$ cat config.mk
export PLATFORM = sky130hd
export DESIGN_NAME = clk_div_monitor_flat
export DESIGN_NICKNAME = d
export VERILOG_FILES = /design/src/rtl/clk_div_monitor_if.sv /design/src/rtl/clk_div_monitor.sv /design/src/flat_wrapper.sv
export SDC_FILE = /design/constraint.sdc
export NUM_CORES = 1
export LEC_CHECK = 0
export BUFFER_PORTS_ARGS = -buffer_cell sky130_fd_sc_hd__buf_2
export CAP_MARGIN = 10
export CORE_MARGIN = 4
export CORE_UTILIZATION = 56
export CTS_CLUSTER_DIAMETER = 30
export DETAILED_ROUTE_END_ITERATION = 16
export PLACE_DENSITY = 0.78
export SYNTH_ARGS = -nofsm -noshare
export SYNTH_HDL_FRONTEND = slang
export SYNTH_SLANG_ARGS = --single-unit
$ cat constraint.sdc
create_clock -name clk_in -period 2.3 [get_ports clk_in]
set_clock_uncertainty 0.1 [all_clocks]
set_input_delay 0.46 -clock clk_in [delete_from_list [all_inputs] [get_ports clk_in]]
set_output_delay 0.46 -clock clk_in [all_outputs]
set_load 0.03 [all_outputs]
$ cat src/rtl/clk_div_monitor_if.sv
// Bundles the monitor's control input, the divided clock it measures, and
// the published measurement.
//   master: enable, div_clk -> monitor; consumes period, high_time,
//           meas_valid, meas_count, overflow
//   slave : the monitor side of the same signals
interface clk_div_monitor_if #(
    parameter int unsigned CNT_W  = 16,
    parameter int unsigned MCNT_W = 8
) ();
    logic              enable;
    logic              div_clk;
    logic [CNT_W-1:0]  period;
    logic [CNT_W-1:0]  high_time;
    logic              meas_valid;
    logic [MCNT_W-1:0] meas_count;
    logic              overflow;

    modport master (
        output enable, div_clk,
        input  period, high_time, meas_valid, meas_count, overflow
    );

    modport slave (
        input  enable, div_clk,
        output period, high_time, meas_valid, meas_count, overflow
    );
endinterface

$ cat src/rtl/clk_div_monitor.sv
// Measures the period (rise to rise) and high time (rise to fall) of a
// divided clock in clk_in cycles and publishes each completed measurement.
//   clk_in  : system clock, same clock that drives the divider
//   rst     : synchronous, active-high reset
//   bus     : enable/div_clk in; period, high_time, meas_valid (1-cycle
//             strobe), meas_count (wrapping), overflow (sticky) out
module clk_div_monitor #(
    parameter int unsigned CNT_W  = 16,
    parameter int unsigned MCNT_W = 8
) (
    input  logic               clk_in,
    input  logic               rst,
    clk_div_monitor_if.slave   bus
);

    localparam logic [CNT_W-1:0] CNT_MAX = '1;

    typedef enum logic [1:0] {
        IDLE    = 2'd0,
        ARM     = 2'd1,
        MEASURE = 2'd2,
        OVF     = 2'd3
    } state_t;

    state_t            state_q, state_d;
    logic              s0_q, s1_q;
    logic              seen_low_q;
    logic [CNT_W-1:0]  cnt_q, cnt_d;
    logic [CNT_W-1:0]  h_lat_q, h_lat_d;
    logic [CNT_W-1:0]  period_q, period_d;
    logic [CNT_W-1:0]  high_q, high_d;
    logic              valid_q, valid_d;
    logic [MCNT_W-1:0] mcnt_q, mcnt_d;
    logic              ovf_q, ovf_d;

    logic rise_c;
    logic fall_c;
    logic sat_c;

    // A level that is already high when reset releases must be seen low
    // before its next rising transition can count as a rise.
    assign rise_c = s0_q & ~s1_q & seen_low_q;
    assign fall_c = ~s0_q & s1_q;
    assign sat_c  = (cnt_q == CNT_MAX);

    // Two-flop sampler of the divided clock plus the low-seen qualifier.
    always_ff @(posedge clk_in) begin
        if (rst) begin
            s0_q       <= 1'b0;
            s1_q       <= 1'b0;
            seen_low_q <= 1'b0;
        end else begin
            s0_q       <= bus.div_clk;
            s1_q       <= s0_q;
            seen_low_q <= seen_low_q | ~bus.div_clk;
        end
    end

    // State, counters and registered outputs.
    always_ff @(posedge clk_in) begin
        if (rst) begin
            state_q  <= IDLE;
            cnt_q    <= '0;
            h_lat_q  <= '0;
            period_q <= '0;
            high_q   <= '0;
            valid_q  <= 1'b0;
            mcnt_q   <= '0;
            ovf_q    <= 1'b0;
        end else begin
            state_q  <= state_d;
            cnt_q    <= cnt_d;
            h_lat_q  <= h_lat_d;
            period_q <= period_d;
            high_q   <= high_d;
            valid_q  <= valid_d;
            mcnt_q   <= mcnt_d;
            ovf_q    <= ovf_d;
        end
    end

    // Next-state and next-output logic; enable low overrides every state.
    always_comb begin
        state_d  = state_q;
        cnt_d    = cnt_q;
        h_lat_d  = h_lat_q;
        period_d = period_q;
        high_d   = high_q;
        valid_d  = 1'b0;
        mcnt_d   = mcnt_q;
        ovf_d    = ovf_q;

        if (!bus.enable) begin
            state_d = IDLE;
            cnt_d   = '0;
            ovf_d   = 1'b0;
        end else begin
            case (state_q)
                IDLE: begin
                    state_d = ARM;
                end
                ARM: begin
                    // First rise only establishes the reference edge.
                    if (rise_c) begin
                        cnt_d   = CNT_W'(1);
                        state_d = MEASURE;
                    end
                end
                MEASURE: begin
                    if (rise_c) begin
                        // A rise beats saturation in the same cycle.
                        period_d = cnt_q;
                        high_d   = h_lat_q;
                        valid_d  = 1'b1;
                        mcnt_d   = mcnt_q + MCNT_W'(1);
                        cnt_d    = CNT_W'(1);
                    end else begin
                        if (fall_c) begin
                            h_lat_d = cnt_q;
                        end
                        if (sat_c) begin
                            ovf_d   = 1'b1;
                            state_d = OVF;
                        end else begin
                            cnt_d = cnt_q + CNT_W'(1);
                        end
                    end
                end
                OVF: begin
                    // The period in progress is unusable; restart from this rise.
                    if (rise_c) begin
                        cnt_d   = CNT_W'(1);
                        state_d = MEASURE;
                    end
                end
                default: begin
                    state_d = IDLE;
                end
            endcase
        end
    end

    assign bus.period     = period_q;
    assign bus.high_time  = high_q;
    assign bus.meas_valid = valid_q;
    assign bus.meas_count = mcnt_q;
    assign bus.overflow   = ovf_q;

endmodule

$ cat src/flat_wrapper.sv
// flat-port wrapper written by rule: the top's interface ports become plain ports
module clk_div_monitor_flat 
#(
    parameter int unsigned CNT_W  = 16,
    parameter int unsigned MCNT_W = 8
)
  (clk_in, rst, bus_enable, bus_div_clk, bus_period, bus_high_time, bus_meas_valid, bus_meas_count, bus_overflow);
  clk_div_monitor_if #(.CNT_W(CNT_W), .MCNT_W(MCNT_W)) bus_i ();
  input  logic clk_in;
  input  logic rst;
  input wire logic [$bits(bus_i.enable)-1:0] bus_enable;
  input wire logic [$bits(bus_i.div_clk)-1:0] bus_div_clk;
  output wire logic [$bits(bus_i.period)-1:0] bus_period;
  output wire logic [$bits(bus_i.high_time)-1:0] bus_high_time;
  output wire logic [$bits(bus_i.meas_valid)-1:0] bus_meas_valid;
  output wire logic [$bits(bus_i.meas_count)-1:0] bus_meas_count;
  output wire logic [$bits(bus_i.overflow)-1:0] bus_overflow;
  assign bus_i.enable = bus_enable;
  assign bus_i.div_clk = bus_div_clk;
  assign bus_period = bus_i.period;
  assign bus_high_time = bus_i.high_time;
  assign bus_meas_valid = bus_i.meas_valid;
  assign bus_meas_count = bus_i.meas_count;
  assign bus_overflow = bus_i.overflow;
  clk_div_monitor #(.CNT_W(CNT_W), .MCNT_W(MCNT_W)) u_core (.clk_in(clk_in), .rst(rst), .bus(bus_i));
endmodule
* Yosys cells after proc, flatten, opt, wreduce, memory -nomap -nowiden
Index checks and enable logic that the tools add are counted.
Storage, ports and cells: bits in read-only memories 0, memories 0, logic and storage cells 50, output and inout port bits 42, RAM bits 0, register bits after elaboration 79, input port bits 4, latch bits 0
Cells by class: reduce and logical (&&, ||, !) cells 10, equal/unequal tests 8, muxes and demuxes 9, magnitude comparators 0, add/subtract/negate cells 2, div/mod/pow operators 0, multipliers 0, shifts and indexed selects 0, bitwise operators 10
Operators by type and width (number):
- $mux 16 | 3
- $pmux 16 s2 | 1
- $add 16x1->16 const B | 1
- $eq 16x16->1 const B | 1
- $reduce_and 3->1 | 4
- $add 8x1->8 const B | 1
- $mux 2 | 3
- $not 1->1 | 6
- $pmux 2 s3 | 1
- $eq 2x2->1 const B | 2
- $ne 2x1->1 const B | 2
- $reduce_and 4->1 | 1
- $reduce_or 2->1 | 2
- $and 1x1->1 | 3
- $ne 3x2->1 const B | 1
- $reduce_or 3->1 | 1
- $eq 2x1->1 const B | 1
- $logic_not 2->1 | 1
- $ne 2x2->1 const B | 1
- $reduce_bool 2->1 | 1
- $mux 1 | 1
- $or 1x1->1 | 1

* Longest topological paths before layout
word-level depth 5, mapped depth 7

* Least setup slack after synthesis
Ideal clock, no wire load.
path kind reg2reg, from register u_core.cnt_q[0], to register u_core.cnt_q[0], buffers on the path 1, setup slack 424 ps, library setup time 122 ps, data arrival time 1654 ps, cell stages (with the launch flop) 8, cells stage by stage dfxtp_1 ha_1 nand3_2 nor4_2 buf_4 and2b_1 nor2_1 o311a_1
On the way: cells in the longest elaborated chain, start to end 4, elaborated cells between the ends (all ways) 7
Ends and longest elaborated chain:
- start, declared | line clk_div_monitor.sv:28 | logic [CNT_W-1:0] cnt_q, cnt_d;
- start signal, assigned | line clk_div_monitor.sv:72 | cnt_q <= cnt_d;
- $add 16x1->16 | line clk_div_monitor.sv:125 | cnt_d = cnt_q + CNT_W'(1);
- $mux 16 | line clk_div_monitor.sv:121 | if (sat_c) begin
- $mux 16 | line clk_div_monitor.sv:110 | if (rise_c) begin
- $pmux 16 s2 | line clk_div_monitor.sv:98 | case (state_q)
Several ways; a longest one is shown, not always the timed one. The select of a mux whose other input is x is not followed. A chain may end at the register's enable or synchronous reset.

* Worst setup path after layout
Ends and elaborated chain as after synthesis.

==> impl_metrics.json <==
{
  "hold_start": "bus_div_clk",
  "relSlewSlack_pct": 60.4,
  "max_stage_delay_ps": 460,
  "slew_viol_final": 0,
  "num_rows": 27,
  "num_vias": 2700,
  "drc": 0,
  "p_int_mw": 1.90,
  "switching_share_pct": 23.4,
  "holdBufCountCts": 0,
  "cp_slowest_cell": "dfxtp_1",
  "drive_gt1_share_pct": 19.4,
  "setup_viol": 0,
  "portBuffers": 45,
  "r2r-start": "u_core.cnt_q[0]",
  "pwr-share-seq_pct": 55.6,
  "cp_num_buf_inv": 1,
  "power_density_mw_per_mm2": 666,
  "syn_to_final_growth_pct": 14.9,
  "tightest_slew_ps": 594,
  "die_h_um": 84.0,
  "root_buffer": "clkbuf_8",
  "fmax_mhz": 485,
  "grt_max_degree": 61,
  "die-area_sq_mm": 0.00706,
  "cp_cell_sequence": "ha_1 > nand3_2 > nor4_2 > buf_4 > and2b_1 > nor2_1 > o311a_1",
  "fp.dieW_um": 84.0,
  "cts.reportedPaths.clkPinSlew_ps": 80,
  "cts_resized": 0,
  "clk_latency_ps": 350,
  "fin_crit_sh_pct": 89.7,
  "h-tree-depth": 3,
  "drt-total-wl_um": 7070,
  "critPathArrivalTime_ps": 2200,
  "core_area_sq_mm": 0.00557,
  "hold_path.class": "in2reg",
  "numCtsBuffers": 9,
  "start_util_pct": 58.1,
  "p_switching_uw": 580,
  "hold_path_end": "u_core.seen_low_q",
  "period_minus_slack_ps": 2060,
  "cap_violations": 0,
  "netlist_area_sq_mm": 0.00324,
  "antenna_left": 0,
  "synth_area_leader_cell": "dfxtp_1",
  "ff2ff_setup_slack_ps": 240,
  "fin_nets": 419,
  "antenna_cells": 0,
  "vias_per_cell": 5.51,
  "synth_cell_types": 43,
  "synth_seq_cells": 79,
  "hold_depth": 2,
  "p_leak_nw": 1.37,
  "dr.pass1.iters": 5,
  "drt-initial-drc-count": 145,
  "crit_family": "simple AND/OR/NAND/NOR gates",
  "syn_inst": 372,
  "yosys.area.top_type_share_pct": 48.8,
  "cp_max_fo": 11,
  "irDropWorstVdd_v": 0.000385,
  "cts_sinks": 79,
  "ys_seq_area_share_pct": 48.8,
  "r2r-end": "u_core.cnt_q[0]",
  "setup.worst_path.start_class": "flop",
  "crit_type": "reg2reg",
  "cts_tree": "yes",
  "endpoint_kind": "flop",
  "yosysWarnings": 0,
  "grt_antenna_before_repair": 0,
  "place_ws_ps": 289,
  "final_util_pct": 66.8,
  "grt_overflow_total": 0,
  "pwr-share-comb_pct": 2.1,
  "cts_setup_buffers": 0,
  "gr-usage-all-layers_pct": 20.5,
  "io_pins": 46,
  "grt_pass1_vias": 2463,
  "routedWlPerCell_um": 14.4,
  "worstPathRequired_ps": 2440,
  "worstRegToRegCells": 7,
  "timing.hold.ws_ps": 195,
  "grt_pass1_wl_um": 12000,
  "p_clk_share_pct": 42.2,
  "final-hold-violation-count": 0,
  "avgSynthCellArea_sq_um": 8.70,
  "gp_congestion": 0.968,
  "layout_setup_ws_ps": 238,
  "synth_nets": 378,
  "status": "finished, final reports clean",
  "rsz0062_at_grt": "no",
  "clockBufferDepth": 2,
  "synth_area_leaders": "dfxtp_1, nand2_1, a21oi_1, mux2i_1, nor2_1",
  "finalSetupTns_ps": 0,
  "dp_hpwl_um": 4810
}
[area by class of cell]
cell class              count  area, sq um
flip-flops and latches     79         1580
inverters                   6         22.5
multi-input cells         263         1520
clock buffers               9          124
clock inverters             7         80.1
repair buffers             54          305
fillers                   474         1850
well taps                  72         90.1
[cell usage after synthesis]
library cell   n
nor2_2         2
o311a_1        1
clkbuf_1      15
nor3_1         5
nor3b_1        1
buf_6          2
nand3_2        1
nand3_1       14
dfxtp_1       79
and3_1         3
nor2_1        34
mux2i_1       17
nand2b_1       3
o211ai_1       3
nor2b_1        4
a2111oi_2      1
buf_2          4
nor4_2         1
or2_1          1
and3b_1        1
nand2_1       77
nand4b_4       1
and2b_1        1
nand4_1        7
a21oi_2        1
ha_1           2
o21ai_0        5
a22oi_1        1
xor2_1         6
o2111ai_1      1
xnor2_1        6
a211oi_1       3
or3_1          1
o21ai_1        1
inv_1          6
nand3b_1       5
a211o_1        2
a2111oi_4      2
buf_4          3
a21o_4         1
a21oi_1       41
a31oi_1        6
nor4_1         1
[cell usage in the layout, fill, tap and decap left out, types with 2 or more instances in the layout]
master,netlist,final
xor2_1,6,6
nand3_1,14,14
and3_1,3,3
nor3_1,5,5
a31oi_1,6,6
a21oi_1,41,41
ha_1,2,2
nand3b_1,5,5
nor2_1,34,34
nor2b_1,4,4
nand2b_1,3,3
mux2i_1,17,17
o21ai_0,5,5
nand4_1,7,7
a211oi_1,3,3
a211o_1,2,2
clkinv_4,0,2
inv_1,6,6
nor2_2,2,2
dfxtp_1,79,79
buf_4,3,8
clkinvlp_4,0,2
xnor2_1,6,6
a2111oi_4,2,2
nand2_1,77,77
buf_2,4,45
o211ai_1,3,3
clkbuf_8,0,9
inv_6,0,2
[per-stage QoR]
step	total power [mW]	cells	cell area, sq um
floorplan	1.45	372	3240
global placement	1.46	474	3520
detailed placement	1.46	474	3520
CTS	2.50	490	3720
global route	2.56	490	3720
finish	2.48	490	3720
[power by group through the flow]
stage	clock, mW	sequential, mW	combinational (mW)
after floorplan	0	1.41	0.0425
after global placement	0	1.41	0.0521
after detailed placement	0	1.41	0.0524
after CTS	1.06	1.38	0.0526
after global routing	1.12	1.38	0.0580
final	1.05	1.38	0.0530
[sequential cells by signal (all words and copies together) (netlist names)]
name and flops:
u_core.bus.high_time 16, u_core.s0_q 1, u_core.bus.meas_valid 1, u_core.bus.period 16, u_core.bus.meas_count 8, u_core.state_q 2, u_core.bus.overflow 1, u_core.s1_q 1
u_core.h_lat_q 16, u_core.seen_low_q 1, u_core.cnt_q 16
[kinds of logic (layout without fill, tap and decap cells)]
logic type	count (synthesis)	after routing	synth area share, %
simple gates	163	163	23.4
flops	79	79	48.8
compound gates	69	69	14.1
buf+inv	30	76	4.44
mux	17	17	5.25
xor+xnor	12	12	3.25
fa+ha+maj	2	2	0.773
[worst max-delay path by stage]
stage | start | endpoint | cells past startpoint
floorplan | u_core.cnt_q[0] | u_core.cnt_q[0] | 7
global placement | u_core.cnt_q[0] | u_core.cnt_q[8] | 6
detailed placement | u_core.cnt_q[0] | u_core.cnt_q[8] | 6
CTS | u_core.cnt_q[0] | u_core.cnt_q[0] | 7
global route | u_core.cnt_q[0] | u_core.cnt_q[0] | 7
finish | u_core.cnt_q[0] | u_core.cnt_q[0] | 7
[per-layer routing]
metal / vias to the layer above / track usage, % / part of all wire, %
li1: 1360 / - / -
met5: - / 0 / 0
met3: 5 / 4.44 / 5.3
met4: 0 / 5.70 / 0.65
met1: 1261 / 29.2 / 49
met2: 74 / 31.3 / 45
(Power assumes the default switching activity.)
